### src/rtl/decrypter_stream_pkg.sv
// ============================================================================
// Module   : decrypter_stream_pkg
// Purpose  : Shared definitions for the byte encrypter/decrypter pair. These
//            are the data width, the bit-permutation indices, the FSM state
//            type, and the byte transform functions. Both directions use
//            these functions, so the cipher has a single definition.
// Ports    : none (package)
// Revision : 1.0 - initial release
// ============================================================================
`default_nettype none

package decrypter_stream_pkg;

  localparam int BYTE_W = 8;

  // Even bit positions {0,2,4,6} are inverted by the cipher.
  localparam logic [BYTE_W-1:0] c_EVEN_INV_MASK = 8'h55;

  // The odd bits rotate: plaintext bit X is carried in cipher bit Y.
  //   1 -> 5, 3 -> 1, 5 -> 3
  localparam int c_ROT_A_PLAIN  = 1;
  localparam int c_ROT_A_CIPHER = 5;
  localparam int c_ROT_B_PLAIN  = 3;
  localparam int c_ROT_B_CIPHER = 1;
  localparam int c_ROT_C_PLAIN  = 5;
  localparam int c_ROT_C_CIPHER = 3;

  // Bit 7 passes through untouched (apart from the key XOR).
  localparam int c_PASS_BIT = 7;

  typedef enum logic [0:0] {
    NO_KEY = 1'b0,
    RUN    = 1'b1
  } state_t;

  // Forward transform, used on the transmit side.
  function automatic logic [BYTE_W-1:0] encrypt_byte(
    input logic [BYTE_W-1:0] plain,
    input logic [BYTE_W-1:0] key
  );
    logic [BYTE_W-1:0] p;
    p                 = (plain & c_EVEN_INV_MASK) ^ c_EVEN_INV_MASK;
    p[c_ROT_A_CIPHER] = plain[c_ROT_A_PLAIN];
    p[c_ROT_B_CIPHER] = plain[c_ROT_B_PLAIN];
    p[c_ROT_C_CIPHER] = plain[c_ROT_C_PLAIN];
    p[c_PASS_BIT]     = plain[c_PASS_BIT];
    return p ^ key;
  endfunction

  // Inverse transform: remove the key, then undo the permutation.
  function automatic logic [BYTE_W-1:0] decrypt_byte(
    input logic [BYTE_W-1:0] cipher,
    input logic [BYTE_W-1:0] key
  );
    logic [BYTE_W-1:0] p;
    logic [BYTE_W-1:0] plain;
    p = cipher ^ key;
    // Invert the even bits. The odd bits are cleared here and refilled below.
    plain                = (p & c_EVEN_INV_MASK) ^ c_EVEN_INV_MASK;
    plain[c_ROT_A_PLAIN] = p[c_ROT_A_CIPHER];
    plain[c_ROT_B_PLAIN] = p[c_ROT_B_CIPHER];
    plain[c_ROT_C_PLAIN] = p[c_ROT_C_CIPHER];
    plain[c_PASS_BIT]    = p[c_PASS_BIT];
    return plain;
  endfunction

endpackage

`default_nettype wire

### src/rtl/decrypter_stream_fifo.sv
// ============================================================================
// Module   : byte_fifo
// Purpose  : Small synchronous FIFO with a registered-only output path.
//            Each pointer carries an extra wrap bit, so full and empty are
//            never ambiguous. When the FIFO is empty, o_data shows the last
//            byte that was popped (0 after reset).
// Ports    : clk, rst          - clock, synchronous active-high reset
//            i_push/i_pushData - write request and data (ignored when full)
//            o_full            - no free entry
//            i_pop             - consumer takes the head (ignored when empty)
//            o_valid/o_data    - head entry present / head data
// Revision : 1.0 - initial release
// ============================================================================
`default_nettype none

module byte_fifo #(
  parameter int DEPTH = 4,
  parameter int WIDTH = 8
) (
  input  logic             clk,
  input  logic             rst,
  input  logic             i_push,
  input  logic [WIDTH-1:0] i_pushData,
  output logic             o_full,
  input  logic             i_pop,
  output logic             o_valid,
  output logic [WIDTH-1:0] o_data
);

  localparam int c_AW = $clog2(DEPTH);
  localparam logic [c_AW:0] c_PTR_ONE = {{c_AW{1'b0}}, 1'b1};

  logic [WIDTH-1:0] r_mem [DEPTH];
  logic [c_AW:0]    r_wrPtr;
  logic [c_AW:0]    r_rdPtr;
  logic [WIDTH-1:0] r_lastData;

  logic w_empty;
  logic w_full;
  logic w_doPush;
  logic w_doPop;

  assign w_empty  = (r_wrPtr == r_rdPtr);
  // The FIFO is full when the low bits match and the wrap bits differ.
  assign w_full   = (r_wrPtr[c_AW] != r_rdPtr[c_AW]) &&
                    (r_wrPtr[c_AW-1:0] == r_rdPtr[c_AW-1:0]);
  assign w_doPush = i_push & ~w_full;
  assign w_doPop  = i_pop & ~w_empty;

  // The storage array has no reset. The empty flag masks any stale entries.
  always_ff @(posedge clk) begin
    if (w_doPush) begin
      r_mem[r_wrPtr[c_AW-1:0]] <= i_pushData;
    end
  end

  always_ff @(posedge clk) begin
    if (rst) begin
      r_wrPtr    <= '0;
      r_rdPtr    <= '0;
      r_lastData <= '0;
    end else begin
      if (w_doPush) begin
        r_wrPtr <= r_wrPtr + c_PTR_ONE;
      end
      if (w_doPop) begin
        r_rdPtr    <= r_rdPtr + c_PTR_ONE;
        r_lastData <= r_mem[r_rdPtr[c_AW-1:0]];
      end
    end
  end

  assign o_full  = w_full;
  assign o_valid = ~w_empty;
  // Once the FIFO drains, keep showing the byte the consumer last took.
  assign o_data  = w_empty ? r_lastData : r_mem[r_rdPtr[c_AW-1:0]];

endmodule

`default_nettype wire

### src/rtl/decrypter_stream.sv
// ============================================================================
// Module   : decrypter_stream
// Purpose  : Receive-side byte decrypter. Ciphertext arrives on a valid/ready
//            handshake. It is decrypted under a loadable key, and the
//            plaintext is queued in a small FIFO for a valid/ready consumer.
//            The block also counts the bytes it accepts.
// Ports    : clk, rst              - clock, synchronous active-high reset
//            key_in, key_load      - key value and capture strobe
//            key_valid             - a key has been loaded since reset
//            in_valid/in_data/in_ready    - ciphertext handshake
//            out_valid/out_data/out_ready - plaintext handshake (FIFO head)
//            byte_count            - bytes accepted since reset (wraps)
// Revision : 1.0 - initial release
// ============================================================================
`default_nettype none

module decrypter_stream
  import decrypter_stream_pkg::*;
#(
  parameter int FIFO_DEPTH = 4,
  parameter int CNT_W      = 16
) (
  input  logic              clk,
  input  logic              rst,
  input  logic [BYTE_W-1:0] key_in,
  input  logic              key_load,
  output logic              key_valid,
  input  logic              in_valid,
  input  logic [BYTE_W-1:0] in_data,
  output logic              in_ready,
  output logic              out_valid,
  output logic [BYTE_W-1:0] out_data,
  input  logic              out_ready,
  output logic [CNT_W-1:0]  byte_count
);

  localparam logic [CNT_W-1:0] c_CNT_ONE = {{(CNT_W-1){1'b0}}, 1'b1};

  state_t            r_state;
  state_t            w_nextState;
  logic [BYTE_W-1:0] r_key;
  logic [CNT_W-1:0]  r_byteCount;

  logic              w_inReady;
  logic              w_keyValid;
  logic              w_fifoFull;
  logic              w_accept;
  logic [BYTE_W-1:0] w_plain;

  // FSM state register
  always_ff @(posedge clk) begin
    if (rst) begin
      r_state <= NO_KEY;
    end else begin
      r_state <= w_nextState;
    end
  end

  // FSM next state. Once running, only rst leaves RUN.
  always_comb begin
    w_nextState = r_state;
    case (r_state)
      NO_KEY:  if (key_load) w_nextState = RUN;
      RUN:     w_nextState = RUN;
      default: w_nextState = NO_KEY;
    endcase
  end

  // FSM outputs. in_ready depends only on the FIFO fill level and never on
  // out_ready, so a full FIFO refuses input even when a pop happens in the
  // same cycle.
  always_comb begin
    w_inReady  = 1'b0;
    w_keyValid = 1'b0;
    case (r_state)
      RUN: begin
        w_inReady  = ~w_fifoFull;
        w_keyValid = 1'b1;
      end
      default: begin
        w_inReady  = 1'b0;
        w_keyValid = 1'b0;
      end
    endcase
  end

  // Key register. A byte accepted on the same edge as key_load still sees
  // the old key, because w_plain is computed from r_key before the update.
  always_ff @(posedge clk) begin
    if (rst) begin
      r_key <= '0;
    end else if (key_load) begin
      r_key <= key_in;
    end
  end

  assign w_accept = in_valid & w_inReady;
  assign w_plain  = decrypt_byte(in_data, r_key);

  always_ff @(posedge clk) begin
    if (rst) begin
      r_byteCount <= '0;
    end else if (w_accept) begin
      r_byteCount <= r_byteCount + c_CNT_ONE;
    end
  end

  byte_fifo #(
    .DEPTH (FIFO_DEPTH),
    .WIDTH (BYTE_W)
  ) u_fifo (
    .clk        (clk),
    .rst        (rst),
    .i_push     (w_accept),
    .i_pushData (w_plain),
    .o_full     (w_fifoFull),
    .i_pop      (out_ready),
    .o_valid    (out_valid),
    .o_data     (out_data)
  );

  assign in_ready   = w_inReady;
  assign key_valid  = w_keyValid;
  assign byte_count = r_byteCount;

endmodule

`default_nettype wire
### config.mk
export PLATFORM = sky130hd
export DESIGN_NAME = decrypter_stream
export DESIGN_NICKNAME = d
export VERILOG_FILES = /design/src/rtl/decrypter_stream_pkg.sv /design/src/rtl/decrypter_stream_fifo.sv /design/src/rtl/decrypter_stream.sv
export SDC_FILE = /design/constraint.sdc
export NUM_CORES = 1
export LEC_CHECK = 0
export CAP_MARGIN = 20
export CELL_PAD_IN_SITES_DETAIL_PLACEMENT = 0
export CELL_PAD_IN_SITES_GLOBAL_PLACEMENT = 1
export CORE_MARGIN = 10
export CORE_UTILIZATION = 46
export DETAILED_ROUTE_END_ITERATION = 8
export GPL_ROUTABILITY_DRIVEN = 0
export GPL_TIMING_DRIVEN = 0
export PLACE_DENSITY_LB_ADDON = 0.1
export RECOVER_POWER = 50
export SLEW_MARGIN = 20
export SYNTH_ARGS = -nofsm -noshare
export SYNTH_HDL_FRONTEND = slang
export SYNTH_HIERARCHICAL = 1
export SYNTH_SLANG_ARGS = --single-unit
### constraint.sdc
create_clock -name clk -period 4.08 [get_ports clk]
set_clock_uncertainty 0.05 [all_clocks]
set_input_delay 0.408 -clock clk [delete_from_list [all_inputs] [get_ports clk]]
set_output_delay 0.408 -clock clk [all_outputs]
set_load 0.05 [all_outputs]
After elaboration in Yosys (flattened, before gate mapping) --
Memory sizes are Yosys's and may differ from the RTL's. A register that Yosys moved wholly into a read port is not among the register bits. Index checks and enable logic that the tools add are counted.
Operators by class: add/sub/neg operators 3, equal/unequal tests 3, reduce and logical (&&, ||, !) cells 1, muxes and demuxes 9, bitwise logic cells 8
Operator list (number):
- $add A16 B1 Y16 const B | 1
- $mux W8 | 1
- $xor A8 B8 Y8 | 1
- $add A3 B1 Y3 const B | 2
- $mux W1 | 5
- $mux W2 | 2
- $not A4 Y4 | 1
- $and A1 B1 Y1 | 3
- $eq A3 B3 Y1 | 1
- $not A1 Y1 | 3
- $eq A2 B2 Y1 | 1
- $pmux W1 S2 | 1
- $logic_and A1 B1 Y1 | 1
- $ne A1 B1 Y1 | 1
Storage, ports and cells: logic and storage cells 31, memories kept 1, bits in writable memories 32, bits of input ports 21, register bits 39
Memory list:
- u_fifo.r_mem | words 4, bits a word 8, read ports 1, clocked after memory_dff 1, write ports 1, line decrypter_stream_fifo.sv:33 | logic [WIDTH-1:0] r_mem [DEPTH];

Longest topological paths before layout --
Gate-level depths: netlist (run 1).
depth in word-level cells 8, depth in mapped cells 7, depth with buffers taken out 7

By module --
Netlist (run 1), hierarchy kept.
Modules (own cells, without submodules):
- byte_fifo | cells an instance 139, area each 2074.5 um^2, instances 1
- decrypter_stream | cells an instance 122, area each 1121.1 um^2, instances 1

Worst setup path after synthesis (run 1) --
Ideal clock, no wire load.
path kind register to register, start point register u_fifo.r_wrPtr[1], end point register r_byteCount[13], in the netlist byte_count[13], data arrival time 2.094 ns, path slack 1.866 ns, cell stages (with the launch flop) 8, library setup time 0.070 ns, cells stage by stage dfxtp_1 > xor2_1 > nor3_1 > nand3b_4 > or3_1 > buf_2 > or4_1 > a21oi_1
Between the ends: word-level cells in the longest chain between the ends 5
Ends and longest elaborated chain:
- start: declaration | line decrypter_stream_fifo.sv:34 | logic [c_AW:0] r_wrPtr;
- start signal: assignment | line decrypter_stream_fifo.sv:64 | r_wrPtr <= r_wrPtr + c_PTR_ONE;
- $eq A2 B2 Y1 | line decrypter_stream_fifo.sv:46 | (r_wrPtr[c_AW-1:0] == r_rdPtr[c_AW-1:0]);
- $logic_and A1 B1 Y1 | line decrypter_stream_fifo.sv:45 | assign w_full = (r_wrPtr[c_AW] != r_rdPtr[c_AW]) &&
- via w_fifoFull | line decrypter_stream.sv:46 | logic w_fifoFull;
- $not A1 Y1 | line decrypter_stream.sv:77 | w_inReady = ~w_fifoFull;
- $mux W1 | line decrypter_stream.sv:75 | case (r_state)
- $and A1 B1 Y1 | line decrypter_stream.sv:97 | assign w_accept = in_valid & w_inReady;
- end signal: assignment | line decrypter_stream.sv:104 | r_byteCount <= r_byteCount + c_CNT_ONE;
- end: declaration | line decrypter_stream.sv:42 | logic [CNT_W-1:0] r_byteCount;
The timed path passes the listed nets, and every way through them passes these cells. A chain may end at the register's enable or synchronous reset.

Worst setup path after layout (run 1) --
start point register u_fifo.r_rdPtr[2], end point output port out_data[5]
Between the ends: word-level cells in the longest chain between the ends 2
Ends and longest elaborated chain:
- start: declaration | line decrypter_stream_fifo.sv:35 | logic [c_AW:0] r_rdPtr;
- start signal: assignment | line decrypter_stream_fifo.sv:67 | r_rdPtr <= r_rdPtr + c_PTR_ONE;
- $eq A3 B3 Y1 | line decrypter_stream_fifo.sv:43 | assign w_empty = (r_wrPtr == r_rdPtr);
- $mux W8 | line decrypter_stream_fifo.sv:76 | assign o_data = w_empty ? r_lastData : r_mem[r_rdPtr[c_AW-1:0]];
- end: declaration | line decrypter_stream.sv:32 | output logic [BYTE_W-1:0] out_data,
Every way passes these cells.

==> metrics.cfg, run 1 <==
[cells_and_area]
num_antenna_cells=0
final_util=0.574
nNetsFinal=344
areaGrowthSynthToFinish_pct=21.5
fillerInstances=608
drive_gt1_frac=0.112
fin_cells=402

[synth]
yosysTopAreaCellShare=0.301
yosys_most_used_dff=dfxtp_1
synth_top_family_by_area=multiplexers
synth_seq_cells=73
syn_inst=261
yosys-top-cells-area=edfxtp_1, dfxtp_1, mux2i_1
synth_common_cells=dfxtp_1, edfxtp_1, nand2_1, nor2_1, mux2i_1
synth_area_um2=3200
yosys.area_share.simple=0.133
ys_warn_count=6
ys_types=40
ys_async_sr_fraction=0
synth_top_area_cell=edfxtp_1
yosysSeqAreaShare=0.558
synthMuxAreaShare=0.156
synthesis.nets=288
synth_xor_area_frac=0.0658
synth_area_per_cell_um2=12.2
synth_compound_area_frac=0.0364
yosysMostFrequentCell=dfxtp_1
synth_edf_count=32
synth_fa_ha_area_frac=0.0235

[drt]
avgViaCountPerCell=5.16
drt_iter0_drc=66
ant_nets=0
dr.pass1.iters=4
wl_um=6250
drc_errors=0
avgRoutedWirePerCell_um=15.6
vias=2076

[setup_path]
arrival_ps=2560
crit_chain=xnor2_1, nand3_1, mux2_2, clkdlybuf4s50_1
cp-start-kind=flip-flop
crit_family=buffers and inverters
end_kind=output pin
r2r_start=u_fifo/r_wrPtr[0]
slowest_delay_ps=810
worstPathMaxFanout=10
reg2reg_slack_ps=1490
crit_path_top_delay_cell=clkdlybuf4s50_1
crit_buf_inv=1
cp.required_ps=3620
r2r-end=u_fifo/r_mem[3][6]
r2r_cells=6
criticalPathCategory=reg -> out

[timing]
max_freq_mhz=332
relSlewSlack=0.543
setup-tns-final_ps=0
rsz0062_at_grt=no
worst_slew_pin_slew_ps=685
finalSetupViolCount=0
min_period_over_period=0.739
slew_violations=0
hold_violations=0
post-route-min-period_ps=3010
whs_ps=385

[floorplan]
die_area_um2=10700
fp.dieW_um=103
rows=30
core_area_um2=6760
start_util=0.473
ios=48
dieHeight_um=103

[global_routing]
grt_pass1_vias=2012
grt_pass1_wl_um=10100
antenna_found_initial=0
track_usage=0.126
grt_max_degree=13
grt_remaining_overflow=0

[clocking]
clock_latency_ps=340
clockBufferDepth=2
cts_inserted_buffers=9
clk_transition_reported_paths_ps=70
cts.sinks=73
htree_levels=3
root_buffer=clkbuf_8
cts_resized=0
cts_setup_buffers=0
cts_tree=yes
ctsHoldBuffers=0

[hold_path]
hold_class=in -> reg
hold_depth=2
hold_path_end=byte_count[11]
hold_path_startpoint=rst

[power]
finalPower_mw=1.84
peakVddDrop_mv=0.191
power_density_nw_per_um2=473
p_leak_nw=1.39

[flow_run]
maxCapViolCount=0

[placement]
dp.cells=386
dp_hpwl_um=4580
port_buffers=45

[status]
outcome=finished clean

==> power by group <==
part           total (mW)  switching, mW  internal, mW
clock               0.473          0.255         0.219
sequential          0.832         0.0242         0.808
combinational       0.531          0.315         0.216
total                1.84          0.594          1.24
==> through the flow <==
step / area (µm²) / setup WS (ps)
finish: 3880 / 1070
global route: 3880 / 863
CTS: 3910 / 1080
detailed placement: 3750 / 1480
global placement: 3750 / 1470
floorplan: 3200 / 1870
==> layout by cell type (no fill, tap or decap), types with 3 or more instances in the layout <==
master / count
clkdlybuf4s50_1: 27
xor2_1: 13
clkbuf_8: 9
inv_1: 9
mux4_2: 8
nand2_1: 24
a21oi_1: 5
o31ai_1: 3
nor2_1: 24
mux2i_1: 18
xnor2_1: 11
nor4_1: 3
edfxtp_1: 32
or3_1: 4
nor2b_1: 3
ha_1: 6
dlygate4sd3_1: 18
mux2_2: 11
nand4_1: 7
clkbuf_1: 11
clkinvlp_4: 3
dfxtp_1: 41
and2_1: 4
==> worst reg2reg max path, stage by stage (launching register included) <==
cell	delay (ps)
dfxtp_1	450
xor2_1	340
nor3_1	150
nand3b_1	270
clkinv_1	230
o31a_1	290
and2_1	440
==> logic make-up after synthesis <==
family	Yosys count
DFF	73
buffers and inverters	21
adders and majority gates	6
muxes	38
AOI/OAI and AO/OA	17
xor gates and xnor gates	24
and+or+nand+nor	82
==> cell type report <==
class,instances,area [µm²],area share
clock inverter,5,32.5,0.00838
clock buffer,11,131,0.0338
timing repair buffer,45,450,0.116
sequential,73,1780,0.459
tap,80,100,0.0258
buffer,11,43.8,0.0113
inverter,10,37.5,0.00967
multi-input combinational,167,1300,0.336
==> state kept, by name, summed over array words and instances (netlist names), named ones only <==
register and cells:
r_state 1, u_fifo/r_lastData 8, u_fifo/r_wrPtr 3, u_fifo/r_mem 32, u_fifo/r_rdPtr 3, r_key 8
byte_count 16
==> worst max path at each step <==
stage / end / slack [ps] / cells past startpoint / startpoint
CTS: out_data[4] / 1080 / 4 / flip-flop
detailed placement: out_data[4] / 1480 / 4 / flip-flop
global placement: out_data[4] / 1470 / 4 / flip-flop
floorplan: byte_count[13] / 1870 / 7 / u_fifo/r_wrPtr[1]
global route: out_data[5] / 860 / 4 / u_fifo/r_wrPtr[0]
finish: out_data[5] / 1070 / 4 / u_fifo/r_rdPtr[2]
==> per-layer routing <==
| layer | share of wire | GRT usage | routed length (µm) | up-vias |
|---|---|---|---|---|
| met5 | 0 | 0 | 0 | - |
| met4 | 0.011 | 0.0674 | 71 | 0 |
| met3 | 0.067 | 0.0465 | 422 | 6 |
| met2 | 0.45 | 0.178 | 2810 | 47 |
| met1 | 0.47 | 0.164 | 2950 | 975 |
| li1 | - | - | - | 1048 |
Power figures use the tool's default switching activity.
==> inputs of run 2 (changes only) <==
Settings changed: CORE_UTILIZATION 46 to 39.
Clock period 4.08 ns to 2.77 ns, I/O delays scaled along.
==> run 2 against run 1 <==
- via count grew 0.77%
- total power rose by 56%
- sequential cell count unchanged
- die area is 14% higher
- first-iteration DRC count increased by 7.6%
- combinational power grew 43%
- largest cell class unchanged
- largest power group unchanged
==> metrics.cfg, run 2 (same netlist as run 1, synthesis figures left out) <==
[status]
outcome=finished clean

[drt]
wl_um=6840
drc_errors=0
avgViaCountPerCell=4.93
avgRoutedWirePerCell_um=16.1
ant_nets=0
dr.pass1.iters=4
vias=2092
drt_iter0_drc=71

[cells_and_area]
final_cell_mix=dfxtp_1, edfxtp_1, nor2_1, nand2_1, clkdlybuf4s50_1
fin_cells=424
final_common_cell=dfxtp_1
nNetsFinal=344
seq_area_um2=1780
fillerInstances=705
multi_input_area_um2=1330
num_antenna_cells=0
areaGrowthSynthToFinish_pct=24.1
drive_gt1_frac=0.118
largest_register_ffs=32

[floorplan]
fp.dieW_um=111
start_util=0.407
core_area_um2=7850
rows=32
die_area_um2=12200
ios=48
dieHeight_um=111

[clocking]
clock_latency_ps=340
clk_transition_reported_paths_ps=70
ctsHoldBuffers=0
root_buffer=clkbuf_8
cts_inserted_buffers=9
cts.sinks=73
htree_levels=3
clockBufferDepth=2
cts_tree=yes

[setup_path]
worstPathMaxFanout=6
r2r_start=u_fifo/r_wrPtr[1]
r2r-end=u_fifo/r_mem[3][1]
criticalPathCategory=reg -> out
cp-start-kind=flip-flop
crit_start=u_fifo/r_wrPtr[1]
arrival_ps=2260
end_kind=output pin
crit_path_end=in_ready
reg2reg_slack_ps=230
r2r_cells=6
cp.required_ps=2440

[global_routing]
grt_max_degree=13
grt_pass1_vias=2165
track_usage=0.111
grt_pass1_wl_um=11300
antenna_found_initial=0
grt_remaining_overflow=0

[power]
finalPower_mw=2.86
p_seq_frac=0.430
power_density_nw_per_um2=721
power_frac_clock=0.305
p_sw_frac=0.310
p_leak_nw=1.48
switching_power_mw=0.887
peakVddDrop_mv=0.288
comb_power_share=0.265
internal_power_mw=1.97

[timing]
relSlewSlack=0.532
hold_violations=0
setup-tns-final_ps=0
worst_slew_pin_slew_ps=701
slew_violations=0
rsz0062_at_grt=no
post-route-min-period_ps=2580
finalSetupViolCount=0
max_freq_mhz=387
min_period_over_period=0.933

[flow_run]
maxCapViolCount=0

[placement]
dp.cells=408
dp_hpwl_um=4880
port_buffers=45

[hold_path]
hold_class=in -> reg

-- run 2: timing repair --
action                     CTS  global route
setup endpoints to repair    8            18
setup buffers                0             0
gates resized for setup      8             1
-- run 2: final cells by class --
cell class / count / area share
flip-flops and latches: 73 / 0.449
multi-input cells: 167 / 0.334
repair buffers: 45 / 0.111
well taps: 102 / 0.0322
clock buffers: 9 / 0.0312
clock inverters: 7 / 0.0215
plain buffers: 11 / 0.0110
inverters: 10 / 0.00946
-- run 2: worst min-delay path by stage --
stage                              start                   end  slack, ps  cells after the start
global route                         rst        byte_count[14]        310                      2
finish                               rst        byte_count[11]        270                      2
CTS                                  rst        byte_count[11]        260                      2
global placement    u_fifo/r_lastData[7]  u_fifo/r_lastData[7]        390                      2
detailed placement  u_fifo/r_lastData[4]  u_fifo/r_lastData[4]        400                      2
floorplan                      key_in[0]              r_key[0]        370                      2
-- run 2: power by group through the flow --
| stage | clock network [mW] | logic, mW | registers, mW |
|---|---|---|---|
| after CTS | 0.899 | 0.781 | 1.23 |
| after global placement | 0 | 0.814 | 1.25 |
| after global routing | 0.945 | 0.810 | 1.24 |
| after floorplan | 0 | 0.576 | 1.25 |
| after detailed placement | 0 | 0.816 | 1.25 |
| final | 0.872 | 0.757 | 1.23 |
-- run 2: layer usage --
| layer | GRT usage | up-vias | routed length [µm] |
|---|---|---|---|
| met2 | 0.172 | 45 | 3150 |
| met3 | 0.0497 | 2 | 393 |
| met4 | 0.0311 | 0 | 40 |
| li1 | - | 1048 | - |
| met5 | 0 | - | 0 |
| met1 | 0.137 | 997 | 3250 |
-- run 2: critical path: stages (launching register included) --
cell	delay [ps]
dfxtp_1	480
xor2_1	350
nor3_2	140
nor2b_1	130
clkdlybuf4s50_1	810
-- run 2: metrics by stage --
stage | area (µm²) | setup WS (ps) | util | hold WS [ps]
after CTS | 3970 | 139 | 0.506 | 263
after detailed placement | 3770 | 179 | 0.481 | 397
after floorplan | 3200 | 556 | - | 375
after global routing | 3970 | 70.1 | 0.505 | 310
final | 3970 | 185 | 0.505 | 268
after global placement | 3770 | 193 | 0.481 | 390
==> inputs of run 3 (changes only) <==
Settings changed: ABC_CLOCK_PERIOD_IN_PS set to 2400, CORE_UTILIZATION 39 to 43.
Clock period 2.77 ns to 2.4 ns, I/O delays scaled along.
==> run 3 against run 2 <==
- count of clock-buffer cells in the layout unchanged
- sequential share of layout area down 0.35 points
- combinational power grew 19%
- sequential power grew 16%
- non-clock buffer count increased by 1
- cell area rose by 1.1%
- clock power up 7.5%
- highest routed layer unchanged
==> metrics.cfg, run 3 (same netlist as run 1, synthesis figures left out) <==
[drt]
dr.pass1.iters=4
avgRoutedWirePerCell_um=15.2
drt_iter0_drc=80
drc_errors=0
ant_nets=0
vias=2117
wl_um=6420
avgViaCountPerCell=5.02

[cells_and_area]
areaGrowthSynthToFinish_pct=25.5
num_antenna_cells=0
final_cell_mix=dfxtp_1, edfxtp_1, clkdlybuf4s50_1, nor2_1, nand2_1
nNetsFinal=345
final_common_cell=dfxtp_1
drive_gt1_frac=0.186
final_util=0.553
largest_register_ffs=32

[floorplan]
rows=31
ios=48
fp.dieW_um=106
core_area_um2=7250
die_area_um2=11300
start_util=0.441
dieHeight_um=106

[setup_path]
end_kind=output pin
r2r-end=byte_count[13]
criticalPathCategory=reg -> out
worstPathMaxFanout=8
r2r_cells=7
cp.required_ps=2110
r2r_start=u_fifo/r_wrPtr[0]
arrival_ps=2020
reg2reg_slack_ps=110
cp-start-kind=flip-flop

[clocking]
cts_inserted_buffers=9
cts.sinks=73
ctsHoldBuffers=0
clk_transition_reported_paths_ps=80
clock_latency_ps=330
cts_tree=yes
htree_levels=3
root_buffer=clkbuf_8
clockBufferDepth=2

[hold_path]
hold_class=in -> reg
hold_depth=2
hold_path_end=byte_count[11]
hold_path_startpoint=rst

[global_routing]
grt_remaining_overflow=0
top_usage_layer=met2
antenna_found_initial=0
met1_usage=0.152
grtUsageMet2=0.167
track_usage=0.114
grt_pass1_vias=2101
grt_max_degree=14
gr-usage-met3=0.0344
grt_pass1_wl_um=10300

[power]
p_leak_nw=1.44
power_density_nw_per_um2=813
peakVddDrop_mv=0.295

[timing]
post-route-min-period_ps=2310
worst_slew_pin_slew_ps=685
finalSetupViolCount=0
max_freq_mhz=432
layout_setup_ws_ps=86.0
hold_violations=0
slew_violations=0
min_period_over_period=0.964
relSlewSlack=0.543
rsz0062_at_grt=no

[placement]
dp_hpwl_um=4620
pre_cts_ws_ps=-210
port_buffers=45

[flow_run]
maxCapViolCount=0

[status]
outcome=finished clean

==> run 3: changes by cell type in the layout (fill, tap and decap cells not counted), sizes merged <==
cell,change
clkdlybuf4s15,+7
dlygate4sd3,-7
dlygate4sd2,-6
clkdlybuf4s50,+5
buf,+3
clkinv,-2
clkinvlp,+2
bufinv,-1
clkbuf,-1
inv,+1
==> run 3: worst max path at each step <==
| stage | startpoint | endpoint | slack [ps] |
|---|---|---|---|
| 2_1_floorplan | u_fifo/r_wrPtr[1] | byte_count[13] | 190 |
| 3_3_place_gp | u_fifo/r_wrPtr[1] | u_fifo/r_mem[3][0] | -170 |
| 3_5_place_dp | u_fifo/r_wrPtr[1] | u_fifo/r_mem[2][5] | -210 |
| 4_1_cts | u_fifo/r_rdPtr[2] | out_data[5] | 10 |
| 5_1_grt | flip-flop | out_data[5] | 2 |
| 6_report | flip-flop | out_data[7] | 90 |
==> run 3: critical path, cell delays in order, from the launching register on <==
cell and delay [ps]:
dfxtp_1 310, buf_4 210, mux4_2 550, mux2_2 280, clkdlybuf4s15_2 340
==> run 3: cell type report <==
| cell class | instances | area [µm²] |
|---|---|---|
| Fill cell | 657 | 3240 |
| Sequential cell | 73 | 1790 |
| Multi-Input combinational cell | 167 | 1350 |
| Timing Repair Buffer | 47 | 467 |
| Clock buffer | 9 | 124 |
| Tap cell | 99 | 124 |
| Clock inverter | 7 | 70.1 |
| Buffer | 10 | 42.5 |
| Inverter | 10 | 41.3 |
==> run 3: routing by layer <==
layer  up-vias  part of all wire  wire, µm
met1      1017              0.50      3190
met4         0             0.012        75
met5         -                 0         0
met2        47              0.44      2850
met3         7             0.047       303
li1       1046                 -         -
==> run 3: where the power goes <==
group | leakage, nW | internal, mW | switching [mW] | total, mW
logic | 0.722 | 0.354 | 0.544 | 0.898
clock network | 0.0909 | 0.478 | 0.458 | 0.937
registers | 0.625 | 1.37 | 0.0507 | 1.43
total | 1.44 | 2.21 | 1.05 | 3.26
==> run 3: metrics by stage <==
step / cell area [µm²] / TNS, ps / std cells / total power [mW] / hold slack [ps]
final: 4010 / 0 / 422 / 3.26 / 240
after global routing: 4010 / 0 / 422 / 3.40 / 238
after detailed placement: 3770 / -6780 / 405 / 2.39 / 401
after global placement: 3770 / -5320 / 405 / 2.38 / 389
after CTS: 4000 / 0 / 420 / 3.31 / 224
after floorplan: 3200 / 0 / 261 / 2.11 / 338
==> run 3: repair_timing <==
item / CTS / global route
resized for setup: 35 / 7
setup endpoints to repair: 46 / 42
setup buffers: 0 / 2
pin swaps: 0 / 1
